`config.mk`:
```
export PLATFORM = sky130hd
export DESIGN_NAME = flag_branch_unit
export DESIGN_NICKNAME = d
export VERILOG_FILES = /design/src/rtl/flag_pkg.sv /design/src/rtl/cond_eval.sv /design/src/rtl/flag_branch_unit.sv
export SDC_FILE = /design/constraint.sdc
export NUM_CORES = 1
export LEC_CHECK = 0
export BUFFER_PORTS_ARGS = -buffer_cell sky130_fd_sc_hd__buf_2
export CAP_MARGIN = 20
export CORE_ASPECT_RATIO = 0.9
export CORE_MARGIN = 3
export CORE_UTILIZATION = 49
export CTS_BUF_LIST = sky130_fd_sc_hd__clkbuf_16
export DETAILED_ROUTE_END_ITERATION = 10
export GPL_TIMING_DRIVEN = 1
export PLACE_DENSITY = 0.79
export SLEW_MARGIN = 20
export SYNTH_ARGS = -nofsm -noshare
export SYNTH_HDL_FRONTEND = slang
export SYNTH_HIERARCHICAL = 1
export SYNTH_SLANG_ARGS = --single-unit
```
`constraint.sdc`:
```
create_clock -name clk -period 3.1 [get_ports clk]
set_clock_uncertainty 0.05 [all_clocks]
set_input_delay 0.155 -clock clk [delete_from_list [all_inputs] [get_ports clk]]
set_output_delay 0.155 -clock clk [all_outputs]
set_load 0.02 [all_outputs]
```
`src/rtl/flag_pkg.sv`:
```
`default_nettype none
// ============================================================================
// Module      : flag_pkg
// Description : Shared definitions for the flag/branch unit: flag bit
//               positions in the {Z,V,N} vector, condition-code constants
//               and the branch FSM state encoding.
// Ports       : none (package)
// Revision    : 1.0 - initial release
// ============================================================================
package flag_pkg;

    // Bit positions inside the 3-bit flag vector {Z,V,N}
    localparam int unsigned c_flag_z = 2;
    localparam int unsigned c_flag_v = 1;
    localparam int unsigned c_flag_n = 0;

    // Condition codes
    localparam logic [2:0] c_cond_ne = 3'b000;  // Z=0
    localparam logic [2:0] c_cond_eq = 3'b001;  // Z=1
    localparam logic [2:0] c_cond_gt = 3'b010;  // Z=0 and N=0
    localparam logic [2:0] c_cond_lt = 3'b011;  // N=1
    localparam logic [2:0] c_cond_ge = 3'b100;  // Z=1 or (Z=0 and N=0)
    localparam logic [2:0] c_cond_le = 3'b101;  // N=1 or Z=1
    localparam logic [2:0] c_cond_vs = 3'b110;  // V=1
    localparam logic [2:0] c_cond_al = 3'b111;  // always

    // FSM state encoding
    localparam logic [1:0] c_st_idle    = 2'd0;
    localparam logic [1:0] c_st_resolve = 2'd1;
    localparam logic [1:0] c_st_flush   = 2'd2;

    typedef enum logic [1:0] {
        S_IDLE    = c_st_idle,
        S_RESOLVE = c_st_resolve,
        S_FLUSH   = c_st_flush
    } state_t;

endpackage : flag_pkg
`default_nettype wire

```
`src/rtl/cond_eval.sv`:
```
`default_nettype none
// ============================================================================
// Module      : cond_eval
// Description : Purely combinational branch condition evaluator.
// Ports       : flags [2:0] in  - flag vector {Z,V,N}
//               cond  [2:0] in  - condition code
//               take        out - 1 when the condition holds
// Revision    : 1.0 - initial release
// ============================================================================
module cond_eval
    import flag_pkg::*;
(
    input  logic [2:0] flags,
    input  logic [2:0] cond,
    output logic       take
);

    logic w_z;
    logic w_v;
    logic w_n;

    assign w_z = flags[c_flag_z];
    assign w_v = flags[c_flag_v];
    assign w_n = flags[c_flag_n];

    always_comb begin
        take = 1'b0;
        unique case (cond)
            c_cond_ne: take = ~w_z;
            c_cond_eq: take = w_z;
            c_cond_gt: take = ~w_z & ~w_n;
            c_cond_lt: take = w_n;
            c_cond_ge: take = w_z | (~w_z & ~w_n);
            c_cond_le: take = w_n | w_z;
            c_cond_vs: take = w_v;
            c_cond_al: take = 1'b1;
            default:   take = 1'b0;
        endcase
    end

endmodule : cond_eval
`default_nettype wire

```
`src/rtl/flag_branch_unit.sv`:
```
`default_nettype none
// ============================================================================
// Module      : flag_branch_unit
// Description : Flag register plus a three-state branch resolver.
//               A branch accepted in IDLE is evaluated on forwarded flags;
//               the decision and target are registered, and the following
//               RESOLVE cycle pulses br_done (and redirect if taken). A taken
//               branch spends one extra FLUSH cycle before returning to IDLE.
// Ports       : clk, rst               - clock, synchronous active-high reset
//               flag_in/flag_en/flag_wr - flag write port {Z,V,N}
//               br_valid/br_ready       - branch request handshake
//               br_cond/br_type         - condition code, 0=B 1=BR
//               pc_plus2/br_imm/br_reg  - target operands
//               flags                   - current flag register
//               redirect/next_pc        - taken-branch pulse and target
//               br_done                 - resolved-branch pulse
//               taken_cnt               - saturating taken-branch count
// Revision    : 1.0 - initial release
// ============================================================================
module flag_branch_unit
    import flag_pkg::*;
(
    input  logic        clk,
    input  logic        rst,
    input  logic [2:0]  flag_in,
    input  logic [2:0]  flag_en,
    input  logic        flag_wr,
    input  logic        br_valid,
    output logic        br_ready,
    input  logic [2:0]  br_cond,
    input  logic        br_type,
    input  logic [15:0] pc_plus2,
    input  logic [8:0]  br_imm,
    input  logic [15:0] br_reg,
    output logic [2:0]  flags,
    output logic        redirect,
    output logic [15:0] next_pc,
    output logic        br_done,
    output logic [15:0] taken_cnt
);

    state_t      r_state;
    state_t      w_state_nxt;
    logic [2:0]  r_flags;
    logic        r_taken;
    logic [15:0] r_next_pc;
    logic [15:0] r_taken_cnt;

    logic [2:0]  w_flag_we;
    logic [2:0]  w_fwd_flags;
    logic        w_accept;
    logic        w_take;
    logic [15:0] w_imm_ext;
    logic [15:0] w_target;

    // Bits written this cycle are forwarded so a branch issued alongside a
    // flag write sees the new value.
    assign w_flag_we   = flag_en & {3{flag_wr}};
    assign w_fwd_flags = (flag_in & w_flag_we) | (r_flags & ~w_flag_we);

    cond_eval u_cond_eval (
        .flags (w_fwd_flags),
        .cond  (br_cond),
        .take  (w_take)
    );

    // Word offset: sign-extend 9 bits and shift left by one (6+9+1 = 16).
    assign w_imm_ext = {{6{br_imm[8]}}, br_imm, 1'b0};
    assign w_target  = br_type ? br_reg : (pc_plus2 + w_imm_ext);

    assign w_accept = br_valid & (r_state == S_IDLE);

    always_ff @(posedge clk) begin
        if (rst) begin
            r_state     <= S_IDLE;
            r_flags     <= 3'b000;
            r_taken     <= 1'b0;
            r_next_pc   <= 16'h0000;
            r_taken_cnt <= 16'h0000;
        end else begin
            r_state <= w_state_nxt;
            r_flags <= w_fwd_flags;
            if (w_accept) begin
                r_taken <= w_take;
                if (w_take) begin
                    r_next_pc <= w_target;
                    if (r_taken_cnt != 16'hFFFF) begin
                        r_taken_cnt <= r_taken_cnt + 16'd1;
                    end
                end
            end
        end
    end

    always_comb begin
        w_state_nxt = r_state;
        br_ready    = 1'b0;
        redirect    = 1'b0;
        br_done     = 1'b0;
        unique case (r_state)
            S_IDLE: begin
                br_ready = 1'b1;
                if (w_accept) begin
                    w_state_nxt = S_RESOLVE;
                end
            end
            S_RESOLVE: begin
                // Pulses are masked during reset so an in-flight branch
                // never escapes once rst is raised.
                br_done     = ~rst;
                redirect    = r_taken & ~rst;
                w_state_nxt = r_taken ? S_FLUSH : S_IDLE;
            end
            S_FLUSH: begin
                w_state_nxt = S_IDLE;
            end
            default: begin
                w_state_nxt = S_IDLE;
            end
        endcase
    end

    assign flags     = r_flags;
    assign next_pc   = r_next_pc;
    assign taken_cnt = r_taken_cnt;

endmodule : flag_branch_unit
`default_nettype wire

```
Word-level counts from Yosys, hierarchy flattened
Index checks and enable logic that the tools add are counted.
{"block": "word_totals", "regBits": 38, "input_bits": 55, "output_inout_bits": 38}
{"block": "op_classes", "add_sub_neg": 2, "eq_ne": 10, "mux": 8, "bitwise_logic": 13, "n_reduce_logical": 4}
{"cell": "16-bit by 1-bit adder with 16-bit output (second input constant)", "n": 1}
{"cell": "16-bit adder", "n": 1}
{"cell": "16-bit two-way mux", "n": 1}
{"cell": "16-bit != test (second input constant)", "n": 1}
{"cell": "3-bit equality test (second input constant)", "n": 4}
{"cell": "3-bit bitwise AND", "n": 3}
{"cell": "1-bit one-hot mux with 8 select lines", "n": 1}
{"cell": "3-bit by 2-bit equality test with 1-bit output (second input constant)", "n": 2}
{"cell": "2-bit two-way mux", "n": 2}
{"cell": "2-bit one-hot mux with 2 select lines", "n": 1}
{"cell": "1-bit bitwise AND", "n": 3}
{"cell": "3-bit by 1-bit equality test with 1-bit output (second input constant)", "n": 1}
{"cell": "3-bit zero test", "n": 1}
{"cell": "1-bit two-way mux", "n": 3}
{"cell": "1-bit NOT", "n": 3}
{"cell": "3-bit NOT", "n": 1}
{"cell": "3-bit OR", "n": 1}
{"cell": "3-bit AND reduction", "n": 1}
{"cell": "2-bit by 1-bit equality test with 1-bit output (second input constant)", "n": 1}
{"cell": "2-bit zero test", "n": 1}
{"cell": "2-bit != test (second input constant)", "n": 1}
{"cell": "1-bit OR", "n": 2}
{"cell": "2-bit AND reduction", "n": 1}

Logic depth before layout (Yosys ltp)
Gate-level depths: netlist of the first run.
{"block": "depth", "ltp_word": 9, "depth_mapped": 14, "mapped_depth_nobuf": 12}

Modules after synthesis
Netlist of the first run, hierarchy kept.
{"module": "flag_branch_unit", "instances": 1, "cells_each": 296, "area_each_um2": 2339.7}
{"module": "cond_eval", "instances": 1, "cells_each": 11, "area_each_um2": 76.3}

Worst setup path after synthesis of the first run
No wires, ideal clock.
{"block": "synth_path", "path_type": "register to register", "from": "reg r_flags[0], in the netlist flags[0]", "to": "reg r_taken_cnt[15], in the netlist taken_cnt[15]", "setup_ps": 128, "arrival_ps": 2503, "required_ps": 2922, "path_slack_ps": 419, "stages_incl_launch_ff": 13, "n_path_buf": 2, "period_less_slack_ps": 2681, "cell_sequence": "dfxtp_1 -> mux2_2 -> mux2i_1 -> o31a_1 -> o21a_1 -> and4bb_1 -> buf_4 -> and4_1 -> and4b_1 -> buf_4 -> or4b_1 -> xor2_1 -> nor2_1"}
{"block": "synth_between", "elab_chain_cells": 7, "word_cells_on_any_way": 8, "classes_between": "mux: 1; bitwise: 6; reduce/logical: 1"}
{"item": "start, declared", "line": "flag_branch_unit.sv:44", "rtl": "logic [2:0] r_flags;"}
{"item": "start signal, assigned", "line": "flag_branch_unit.sv:82", "rtl": "r_flags <= w_fwd_flags;"}
{"item": "3-bit bitwise AND *", "line": "flag_branch_unit.sv:59", "rtl": "assign w_fwd_flags = (flag_in & w_flag_we) | (r_flags & ~w_flag_we);"}
{"item": "3-bit OR *", "line": "flag_branch_unit.sv:59"}
{"item": "net w_fwd_flags[0]", "line": "flag_branch_unit.sv:50", "rtl": "logic [2:0] w_fwd_flags;"}
{"item": "1-bit NOT", "line": "cond_eval.sv:31, cond_eval.sv:33"}
{"item": "1-bit bitwise AND", "line": "cond_eval.sv:31, cond_eval.sv:33"}
{"item": "1-bit OR", "line": "cond_eval.sv:33", "rtl": "c_cond_ge: take = w_z | (~w_z & ~w_n);"}
{"item": "1-bit one-hot mux with 8 select lines *", "line": "cond_eval.sv:28", "rtl": "unique case (cond)"}
{"item": "net w_take", "line": "flag_branch_unit.sv:52", "rtl": "logic w_take;"}
{"item": "3-bit AND reduction (no source line) *"}
{"item": "end signal, assigned", "line": "flag_branch_unit.sv:88", "rtl": "r_taken_cnt <= r_taken_cnt + 16'd1;"}
{"item": "end, declared", "line": "flag_branch_unit.sv:47", "rtl": "logic [15:0] r_taken_cnt;"}
The timed path passes the listed nets; every way through them passes the cells marked *.
A chain may end at the register's enable or synchronous reset.

Worst setup path in the final report of the first run
Same ends and word-level chain as after synthesis.

==> results.py, run 1 <==
metrics = {
    "status": {
        "status": "finished clean",
    },
    "detailed_routing": {
        "initialDrtViolationCount": 184,
        "drt_pre_antenna_iters": 4,
        "dr.max_layer_used": "met4",
        "vias": 2502,
        "routed_via_density": 5.463,
        "met3_length_microns": 389,
        "wl_per_cell_microns": 13.46,
        "drc": 0,
        "drtAntennaViolNets": 0,
        "wl_met1_mm": 2.720,
        "met2_length_mm": 2.998,
        "wirelength_mm": 6.164,
    },
    "setup_path": {
        "reg2reg_from": "flags[0]",
        "crit_required_ps": 3190,
        "cp-end-kind": "register",
        "rr_endpoint": "taken_cnt[15]",
        "path_max_fanout": 6,
        "r2r_slack_ps": 420,
        "arrival_ps": 2770,
        "path_class": "reg -> reg",
        "critPathLaunchType": "register",
        "ff2ff_path_depth": 10,
    },
    "sta": {
        "tightest_slew_ps": 682.0,
        "drv_slew": 0,
        "min_period_over_period": 0.8635,
        "fmax_mhz": 373.6,
        "rsz0062_at_grt": "false",
        "fin_crit_ps": 2677,
        "fin_hold_ws_ps": 79.46,
        "slew-limit-headroom": 0.5453,
        "tns_ps": 0,
        "hold_viol": 0,
        "finalSetupViolCount": 0,
    },
    "power": {
        "power.density_mw_per_mm2": 462.2,
        "ir_drop_mv": 0.2670,
        "p_leak_nw": 1.433,
    },
    "floorplanning": {
        "die_h_microns": 72.62,
        "start_util": 0.5247,
        "dieArea_sq_mm": 0.005810,
        "core_area_sq_mm": 0.004604,
        "rows": 23,
        "die_w_microns": 80.02,
        "io_pins": 93,
    },
    "synth": {
        "synth-seq-area-share": 0.3149,
        "ys_warn_count": 6,
        "async_reset_ff_frac": 0,
        "syn_avg_cell_area_sq_um": 7.870,
        "synth_cell_types": 48,
        "syn_area_sq_mm": 0.002416,
        "synth-edff-count": 0,
        "synth_top_flop_cell": "dfxtp_1",
        "synth_seq_cells": 38,
        "synth_cells": 307,
        "syn_nets": 378,
    },
    "clock_network": {
        "cts_hold_buf": 0,
        "cts_root_buf": "clkbuf_16",
        "cts_setup_buffers": 0,
        "clock_latency_ps": 270,
        "numCtsBuffers": 5,
        "cts_max_level": 2,
        "cts.path.max_buffers": 2,
        "cts.sinks": 38,
        "tritoncts": "yes",
        "path_clk_slew_ps": 50,
        "ctsResizeCount": 0,
    },
    "grt": {
        "grt_pass1_vias": 2336,
        "grt_max_degree": 39,
        "antenna_found_initial": 0,
        "grt_pass1_wl_mm": 10.02,
        "grt_usage": 0.2143,
        "overflow": 0,
    },
    "layout": {
        "drive_above_1_share": 0.2677,
        "antenna-diode-count": 0,
        "area_growth_pct": 27.40,
        "nNetsFinal": 466,
        "layout.cells.most_common": "buf_2",
        "most-common-layout-cells": "buf_2 (92), nor2_1 (49), dfxtp_1 (38), nand2_1 (27), a21oi_1 (21)",
    },
    "min_path": {
        "hp-class": "in -> reg",
        "hold_start": "br_reg[8]",
        "hold_end": "next_pc[8]",
        "min_path_cells": 3,
    },
    "placed_design": {
        "place_congestion": 0.8947,
        "port_buffers": 92,
        "dp_hpwl_mm": 4.785,
    },
    "flow_run": {
        "maxCapViolations": 0,
    },
}
-- worst max-delay path: stages, from the launching register on --
cell	delay [ps]
dfxtp_1	310
mux2_2	300
mux2i_1	160
o31a_1	130
o21a_1	130
and4bb_1	230
and4_1	240
and4b_1	350
or4b_1	470
xor2_1	140
nor2_1	40
-- kinds of logic (layout without fill, tap and decap cells) --
| family | count (synthesis) | count (layout) | synth area share |
|---|---|---|---|
| fa+ha+maj | 16 | 16 | 0.08597 |
| compound gates | 73 | 73 | 0.1916 |
| flops | 38 | 38 | 0.3149 |
| xor+xnor | 19 | 19 | 0.06888 |
| simple gates | 132 | 132 | 0.2652 |
| mux | 9 | 9 | 0.03884 |
| buf+inv | 20 | 109 | 0.03469 |
-- layout make-up --
class	instances	area, sq um
clock buffers	5	125.1
clock inverters	3	37.54
fillers	414	1526
inverters	6	22.52
multi-input cells	249	1572
flip-flops and latches	38	760.7
well taps	62	77.57
repair buffers	95	483.0
-- sequential cells by signal, indices dropped and copies added (netlist names) --
signal,count
next_pc,16
taken_cnt,16
r_state,2
flags,3
r_taken,1
-- cells in the mapped netlist, types with 4 or more instances --
master    count  area (sq um)
nor3_1        5         25.02
nand3_1      17         85.08
a21o_1        5         37.54
nor2_1       49         183.9
inv_1         6         22.52
mux2i_1       6         60.06
ha_1         15         187.7
xnor2_1       9         78.83
nand2b_1      4         25.02
nand2_1      27         101.4
xor2_1       10         87.58
clkbuf_1     11         41.29
a21oi_1      21         105.1
dfxtp_1      38         760.7
o21ai_0      17         85.08
a211oi_1     13         97.59
-- through the flow --
| stage | worst slack, ps | power (mW) | utilization | std cells | area [sq um] |
|---|---|---|---|---|---|
| global placement | 399.0 | 0.8705 | 0.6332 | 450 | 2915 |
| detailed placement | 300.1 | 0.8778 | 0.6332 | 450 | 2915 |
| CTS | 413.6 | 1.436 | 0.6685 | 458 | 3078 |
| finish | 423.0 | 1.423 | 0.6685 | 458 | 3078 |
| floorplan | 419.3 | 0.7691 | - | 307 | 2416 |
| global route | 213.3 | 1.500 | 0.6685 | 458 | 3078 |
-- routing by layer --
metal,global-route usage,vias to the layer above
met5,0,-
li1,-,1282
met2,0.3778,87
met3,0.04444,4
met4,0.07317,0
met1,0.2592,1129
-- power by group --
group | internal, mW | switching (mW)
combinational | 0.142 | 0.196
sequential | 0.516 | 0.0160
clock | 0.373 | 0.180
total | 1.03 | 0.392
-- worst max-delay path by stage --
stage / start / end / slack, ps
6_report: flags[0] / taken_cnt[15] / 420
5_1_grt: flags[0] / taken_cnt[14] / 210
4_1_cts: flags[0] / taken_cnt[15] / 410
3_5_place_dp: flag_wr / taken_cnt[15] / 300
3_3_place_gp: flag_wr / taken_cnt[15] / 400
2_1_floorplan: flags[0] / taken_cnt[15] / 420
No activity file was read; power rests on OpenSTA's default activity.
==> run 2: changes to the inputs <==
--- a/config.mk
+++ b/config.mk
@@ -9,11 +9,11 @@
 export CAP_MARGIN = 20
 export CORE_ASPECT_RATIO = 0.9
 export CORE_MARGIN = 3
-export CORE_UTILIZATION = 49
+export CORE_UTILIZATION = 45
 export CTS_BUF_LIST = sky130_fd_sc_hd__clkbuf_16
 export DETAILED_ROUTE_END_ITERATION = 10
 export GPL_TIMING_DRIVEN = 1
-export PLACE_DENSITY = 0.79
+export PLACE_DENSITY = 0.73
 export SLEW_MARGIN = 20
 export SYNTH_ARGS = -nofsm -noshare
 export SYNTH_HDL_FRONTEND = slang
==> run 2 against run 1 <==
Sequential power hardly changed; final cell count up 0.87%; wire length grew 2.3%; critical path depth is the same; die area increased by 8.2%; register-to-register slack is essentially flat; count of clock-buffer cells in the layout stayed put; first-iteration DRC count decreased by 45%; final area shrank 0.33%; sequential share of layout area increased by 0.081 points; largest cell class unchanged.
==> results.py, run 2 (synthesis results as in run 1) <==
metrics = {
    "sta": {
        "tns_ps": 0,
        "fin_crit_ps": 2663,
        "setup_slack_ps": 436.8,
        "tightest_slew_ps": 435.6,
        "drv_slew": 0,
        "hold_viol": 0,
        "rsz0062_at_grt": "false",
        "fmax_mhz": 375.5,
        "fin_hold_ws_ps": 66.91,
        "min_period_over_period": 0.8591,
        "slew-limit-headroom": 0.7021,
        "finalSetupViolCount": 0,
    },
    "detailed_routing": {
        "drc": 0,
        "initialDrtViolationCount": 102,
        "drtAntennaViolNets": 0,
        "drt_pre_antenna_iters": 4,
        "wl_per_cell_microns": 13.65,
        "vias": 2492,
        "wirelength_mm": 6.304,
        "routed_via_density": 5.394,
    },
    "layout": {
        "final_area_sq_mm": 0.003068,
        "area_growth_pct": 26.98,
        "nNetsFinal": 467,
        "instances_no_fill": 462,
        "n_fill_cell": 469,
        "drive_above_1_share": 0.2720,
        "fin_util": 0.6118,
        "most-common-layout-cells": "buf_2 (92), nor2_1 (49), dfxtp_1 (38), nand2_1 (27), a21oi_1 (21)",
        "antenna-diode-count": 0,
        "layout.cells.most_common": "buf_2",
    },
    "setup_path": {
        "cp-end-kind": "register",
        "cp_top_family": "simple AND/OR/NAND/NOR gates",
        "crit_required_ps": 3210,
        "slowest_stage": "or4b_1",
        "critPathLaunch": "flags[0]",
        "crit_path_end": "taken_cnt[15]",
        "max_stage_delay_ps": 480,
        "path_max_fanout": 6,
        "worst-path-stages": 10,
        "rr_endpoint": "taken_cnt[15]",
        "critPathLaunchType": "register",
        "crit_buf_inv": 0,
        "arrival_ps": 2780,
        "reg2reg_from": "flags[0]",
        "path_class": "reg -> reg",
        "ff2ff_path_depth": 10,
        "cp_cell_sequence": "mux2_2 > mux2i_1 > o31a_1 > o21a_1 > and4bb_1 > and4_1 > and4b_1 > or4b_1 > xor2_1 > nor2_1",
        "r2r_slack_ps": 440,
    },
    "grt": {
        "grt_max_degree": 38,
        "grt_pass1_wl_mm": 10.73,
        "antenna_found_initial": 0,
        "grt_pass1_vias": 2445,
        "grt_usage": 0.2089,
        "overflow": 0,
    },
    "clock_network": {
        "tritoncts": "yes",
        "cts_max_level": 2,
        "cts.path.max_buffers": 2,
        "cts.sinks": 38,
        "ctsResizeCount": 0,
        "cts_setup_buffers": 0,
        "clock_latency_ps": 280,
        "cts_root_buf": "clkbuf_16",
        "cts_hold_buf": 0,
        "path_clk_slew_ps": 60,
        "numCtsBuffers": 5,
    },
    "floorplanning": {
        "die_h_microns": 75.52,
        "io_pins": 93,
        "dieArea_sq_mm": 0.006285,
        "core_area_sq_mm": 0.005015,
        "rows": 24,
        "start_util": 0.4818,
        "die_w_microns": 83.24,
    },
    "min_path": {
        "hp-class": "in -> reg",
    },
    "status": {
        "status": "finished clean",
    },
    "power": {
        "p_int_mw": 0.9517,
        "seq_power_share": 0.388,
        "p_comb_frac": 0.249,
        "pwr-share-clk": 0.363,
        "report.power.total_mw": 1.366,
        "p_leak_nw": 1.418,
        "power.density_mw_per_mm2": 445.4,
        "ir_drop_mv": 0.2311,
        "sw_frac_of_total": 0.3035,
        "switchingPower_mw": 0.4147,
    },
    "flow_run": {
        "maxCapViolations": 0,
    },
    "placed_design": {
        "dpl-instance-area_sq_mm": 0.002927,
        "dp_worst_setup_slack_ps": 331.4,
        "placedCellCount": 454,
        "port_buffers": 92,
        "dp_hpwl_mm": 4.795,
        "place_congestion": 0.9089,
    },
}
==> run 2: cell type report <==
cell class | count | area [sq um] | share of cell area
clock inverters | 3 | 16.27 | 0.005302
clock buffers | 5 | 125.1 | 0.04078
well taps | 65 | 81.33 | 0.02651
repair buffers | 96 | 490.5 | 0.1599
inverters | 6 | 22.52 | 0.007341
flip-flops and latches | 38 | 760.7 | 0.2480
multi-input cells | 249 | 1572 | 0.5122
==> run 2: power by group through the flow <==
stage	sequential, mW	clock [mW]	combinational, mW
finish	0.530	0.497	0.340
global placement	0.541	0	0.333
CTS	0.530	0.512	0.339
global route	0.533	0.529	0.380
detailed placement	0.541	0	0.337
floorplan	0.570	0	0.199
==> run 2: how the worst min path moves through the flow <==
stage          depth (start not counted)  slack [ps]    endpoint       from
6_report                               3          70  next_pc[8]  br_reg[8]
5_1_grt                                3         100  next_pc[8]  br_reg[8]
4_1_cts                                3          70  next_pc[8]  br_reg[8]
3_5_place_dp                           3         360  next_pc[8]  br_reg[8]
3_3_place_gp                           3         350  next_pc[8]  br_reg[8]
2_1_floorplan                          2         240  r_state[0]   br_valid
==> run 2: metal layers <==
layer  wire length, microns  global-route usage  vias to the layer above
li1                       -                   -                     1280
met1                   2835              0.2431                     1126
met2                   2968              0.3754                       76
met3                    393             0.05838                       10
met4                    107             0.07804                        0
met5                      0                   0                        -
==> run 2: worst min-delay path, delay by kind of cell <==
family	cells	cell delay (ps)
simple gates	2	130
buf+inv	1	80
